### src/rtl/adc_capture_ctrl.sv
// ADC capture controller: decimates ADC samples into an external FIFO
// and drains it in fixed-length bursts (or fully on stop).
module adc_capture_ctrl #(
    parameter int DATA_WIDTH = 14,
    parameter int FIFO_DEPTH = 64,
    parameter int DS_SHIFT   = 2,
    parameter int BURST_LEN  = 16
) (
    input  logic                          clk,
    input  logic                          rst_n,
    input  logic                          start,
    input  logic                          stop,
    input  logic                          adc_valid,
    input  logic [DATA_WIDTH-1:0]         adc_data,
    output logic                          fifo_wr_en,
    output logic [DATA_WIDTH-1:0]         fifo_wr_data,
    input  logic                          fifo_full,
    output logic                          fifo_rd_en,
    input  logic [DATA_WIDTH-1:0]         fifo_rd_data,
    input  logic                          fifo_empty,
    input  logic [$clog2(FIFO_DEPTH):0]   fifo_count,
    output logic                          out_valid,
    output logic [DATA_WIDTH-1:0]         out_data,
    input  logic                          out_ready,
    output logic                          busy,
    output logic                          overflow
);

    localparam int CW  = $clog2(FIFO_DEPTH) + 1;
    localparam int BW  = $clog2(BURST_LEN) + 1;
    localparam int DSW = (DS_SHIFT > 0) ? DS_SHIFT : 1;

    typedef enum logic [1:0] {
        IDLE  = 2'd0,
        RUN   = 2'd1,
        BURST = 2'd2,
        FLUSH = 2'd3
    } state_t;

    state_t                  state_q, state_d;
    logic [DSW-1:0]          ds_cnt_q;
    logic [BW-1:0]           burst_cnt_q;
    logic                    rd_pend_q;
    logic                    out_valid_q;
    logic [DATA_WIDTH-1:0]   out_data_q;
    logic                    overflow_q;

    logic capturing;
    logic ds_zero;
    logic wr_due;
    logic accept;
    logic slot_free;
    logic burst_room;
    logic rd_ok;

    always_comb begin
        capturing  = (state_q == RUN) || (state_q == BURST);
        ds_zero    = (DS_SHIFT == 0) || (ds_cnt_q == '0);
        wr_due     = capturing && adc_valid && ds_zero;
        accept     = out_valid_q && out_ready;
        slot_free  = !out_valid_q || out_ready;
        // a held word still counts against the burst until it is accepted
        burst_room = burst_cnt_q > BW'(out_valid_q);
        rd_ok      = !fifo_empty && !rd_pend_q && slot_free;
    end

    always_comb begin
        fifo_wr_en   = rst_n && wr_due && !fifo_full;
        fifo_wr_data = adc_data;
        fifo_rd_en   = rst_n && rd_ok &&
                       ((state_q == FLUSH) ||
                        ((state_q == BURST) && burst_room));
        out_valid    = out_valid_q;
        out_data     = out_data_q;
        busy         = (state_q != IDLE);
        overflow     = overflow_q;
    end

    always_comb begin
        state_d = state_q;
        unique case (state_q)
            IDLE: begin
                if (start) state_d = RUN;
            end
            RUN: begin
                if (stop)
                    state_d = FLUSH;
                else if (fifo_count >= CW'(BURST_LEN))
                    state_d = BURST;
            end
            BURST: begin
                if (stop)
                    state_d = FLUSH;
                else if (burst_cnt_q == '0 && !rd_pend_q)
                    state_d = RUN;
            end
            FLUSH: begin
                if (fifo_empty && !rd_pend_q && !out_valid_q)
                    state_d = IDLE;
            end
        endcase
    end

    always_ff @(posedge clk) begin
        if (!rst_n) begin
            state_q     <= IDLE;
            ds_cnt_q    <= '0;
            burst_cnt_q <= '0;
            rd_pend_q   <= 1'b0;
            out_valid_q <= 1'b0;
            out_data_q  <= '0;
            overflow_q  <= 1'b0;
        end else begin
            state_q <= state_d;

            if (state_q == IDLE && start) begin
                ds_cnt_q    <= '0;
                overflow_q  <= 1'b0;
            end else if (capturing && adc_valid) begin
                ds_cnt_q <= ds_cnt_q + DSW'(1);
            end

            if (wr_due && fifo_full)
                overflow_q <= 1'b1;

            if (state_q == IDLE && start)
                burst_cnt_q <= '0;
            else if (state_q == RUN && state_d == BURST)
                burst_cnt_q <= BW'(BURST_LEN);
            else if (state_q == BURST && accept && burst_cnt_q != '0)
                burst_cnt_q <= burst_cnt_q - BW'(1);

            // read data arrives one cycle after the strobe
            rd_pend_q <= fifo_rd_en;
            if (rd_pend_q) begin
                out_valid_q <= 1'b1;
                out_data_q  <= fifo_rd_data;
            end else if (accept) begin
                out_valid_q <= 1'b0;
            end
        end
    end

endmodule
### config.mk
export PLATFORM = sky130hd
export DESIGN_NAME = adc_capture_ctrl
export DESIGN_NICKNAME = d
export VERILOG_FILES = /design/src/rtl/adc_capture_ctrl.sv
export SDC_FILE = /design/constraint.sdc
export NUM_CORES = 1
export LEC_CHECK = 0
export CAP_MARGIN = 10
export CORE_ASPECT_RATIO = 1.2
export CORE_MARGIN = 3
export CORE_UTILIZATION = 43
export DETAILED_ROUTE_END_ITERATION = 7
export PLACE_DENSITY = 0.86
export SLEW_MARGIN = 25
export SYNTH_ARGS = -nofsm -noshare
export SYNTH_HDL_FRONTEND = slang
export SYNTH_SLANG_ARGS = --single-unit
export TNS_END_PERCENT = 30
### constraint.sdc
create_clock -name clk -period 3.6 [get_ports clk]
set_input_delay 0.72 -clock clk [delete_from_list [all_inputs] [get_ports clk]]
set_output_delay 0.72 -clock clk [all_outputs]
set_load 0.01 [all_outputs]
==> results.cfg <==
[global_route]
grt_max_degree = 19
antenna_found_initial = 0
overflow = 0
globalRouteTotalUtil = 0.1485
grt_pass1_wl_um = 4988
grt_pass1_vias = 1124

[final_layout]
layout_common_cells = clkdlybuf4s50_1, dfxtp_1, nor2b_1
fin_area_um2 = 1879
n_antenna_cell = 0
fin_nets = 242
post-route-util = 0.5886
syn_to_final_growth_pct = 25.90
layout_commonest_cell = clkdlybuf4s50_1
drive_gt1_frac = 0.05820

[synthesis]
synth_top_family_by_area = simple AND/OR/NAND/NOR gates
syn_area_per_cell_um2 = 9.329
synth_xor_area_frac = 0.02934
synthCells = 160
synth_adder_area_share = 0.07544
synth_nets = 212
synth_warnings = 0
ys_seq_area_frac = 0.3487
synth_edf_count = 0
synthMuxAreaShare = 0.09388
synth-async-reset-ratio = 0
synthFlopType = dfxtp_1
yosys.area_share.simple = 0.1970
synth.distinct_cells = 37
syn_area_um2 = 1493
synth-compound-area-share = 0.1366
ys_ff_latch = 26

[routing]
postRouteAntennaNets = 0
vias_per_cell = 5.089
num_vias = 1145
dr.pass1.iters = 4
drt_wl_total_um = 2819
drt-initial-drc-count = 23
drc_errors = 0
routedWlPerCell_um = 12.53

[clock_network]
cts_hold_buf = 0
clock-sinks = 26
cts_made_buffers = 3
cts_tree = done
cts_setup_buffers = 0
path_clk_slew_ps = 130
h-tree-depth = 1
clk_path_buf_depth = 2
worstSkewPairLatency_ps = 330
root_buffer = clkbuf_4
ctsResizeCount = 0

[hold_path]
hold_class = reg -> reg

[placed_design]
postPlaceCellArea_um2 = 1843
place_congestion = 0.8304
dp_hpwl_um = 2193
io_buffers = 43

[timing]
max_slew_margin = 0.3924
grt_setup_unrepaired = false
final-hold-violation-count = 0
max_freq_ghz = 0.3225
fin_crit_ps = 3101
tightest_slew_ps = 910.2
slew_violations = 0
fin_setup_tns_ps = 0
finalSetupViolations = 0
fin_skew_ps = 3.449
finalCritPeriodShare = 0.8614

[power_and_ir_drop]
ir_drop_mv = 0.2352
power_uw = 595.2
p_leak_nw = 0.6508
p_per_area_nw_per_um2 = 316.7

[floorplan]
rows = 22
core_um2 = 3193
initial_core_util = 0.4675
boundaryPins = 76
fp.dieH_um = 70.54
die_area_um2 = 4217
dieWidth_um = 59.79

[setup_path]
critPathLaunchType = primary input
cp.arrival_ps = 2380
crit_type = in -> out
crit_fanout = 3
crit_path_end_kind = primary output
cp_data_required_time_ps = 2880

[outcome]
status = finished clean

[flow_run]
maxCapViolations = 0
==> cell usage after synthesis (2+ instances only) <==
master	number	area, um^2
dfxtp_1	26	520.5
nor2b_1	15	93.84
buf_4	14	105.1
mux2i_1	14	140.1
inv_1	12	45.04
ha_1	9	112.6
a21oi_1	7	35.03
nand2_1	6	22.52
nand3_1	6	30.03
nor2_1	5	18.77
a211oi_1	4	30.03
nor3_1	4	20.02
and2_1	3	18.77
clkbuf_1	3	11.26
o21ai_0	3	15.01
xnor2_1	3	26.28
nand4_1	2	12.51
nor4bb_1	2	20.02
o211ai_1	2	15.01
o221a_2	2	22.52
xor2_1	2	17.52
==> power breakdown <==
part,switching (mW),leakage (nW),internal [mW]
Combinational,0.0702,0.420,0.0757
Clock,0.0861,0.0210,0.0620
Sequential,0.00645,0.210,0.295
Total,0.163,0.651,0.432
==> per-layer routing <==
layer | track usage | part of all wire | up-vias
li1 | - | - | 602
met1 | 0.1930 | 0.44 | 512
met2 | 0.2392 | 0.50 | 24
met3 | 0.02737 | 0.046 | 7
met4 | 0.05665 | 0.016 | 0
met5 | 0 | 0 | -
==> worst max-delay path: stages <==
cell             delay (ps)
clkdlybuf4s50_1         480
inv_1                    40
a21oi_1                 210
nor4bb_1                340
clkdlybuf4s50_1         590
==> layout make-up <==
| type | count | area, um^2 |
|---|---|---|
| timing repair buffer | 44 | 437.9 |
| tap | 36 | 45.04 |
| multi-input combinational | 103 | 794.5 |
| clock buffer | 4 | 36.28 |
| inverter | 12 | 45.04 |
| fill | 295 | 1314 |
| sequential | 26 | 520.5 |
==> metrics by stage <==
step | setup slack (ps) | cells | hold WS [ps]
5_1_grt | 408.9 | 225 | 510.2
2_1_floorplan | 1491 | 160 | 436.3
6_report | 498.9 | 225 | 463.0
4_1_cts | 485.3 | 225 | 467.0
3_5_place_dp | 493.2 | 221 | 442.8
3_3_place_gp | 567.7 | 221 | 439.1
==> worst paths after layout <==
check | depth (start not counted) | slack (ps) | start | endpoint
worst max register to register | 4 | 1550 | rd_pend_q$_SDFF_PN0_ | burst_cnt_q[0]$_SDFFE_PP0P_
worst min register to register | 2 | 460 | ds_cnt_q[1]$_SDFFE_PP0P_ | ds_cnt_q[1]$_SDFFE_PP0P_
worst min-delay path | 2 | 460 | ds_cnt_q[1]$_SDFFE_PP0P_ | ds_cnt_q[1]$_SDFFE_PP0P_
worst max-delay path | 5 | 500 | out_ready | fifo_rd_en
==> registers in the layout (all words and copies together), names as in the netlist <==
name         cells
rd_pend_q        1
ds_cnt_q         2
overflow         1
out_valid        1
state_q          2
out_data        14
burst_cnt_q      5
==> logic make-up after synthesis <==
kind of cell               count (synthesis)
xor gates and xnor gates                   5
muxes                                     14
adders and majority gates                  9
DFF                                       26
AOI/OAI and AO/OA                         26
and+or+nand+nor                           49
buffers and inverters                     31
(Power assumes the default switching activity.)
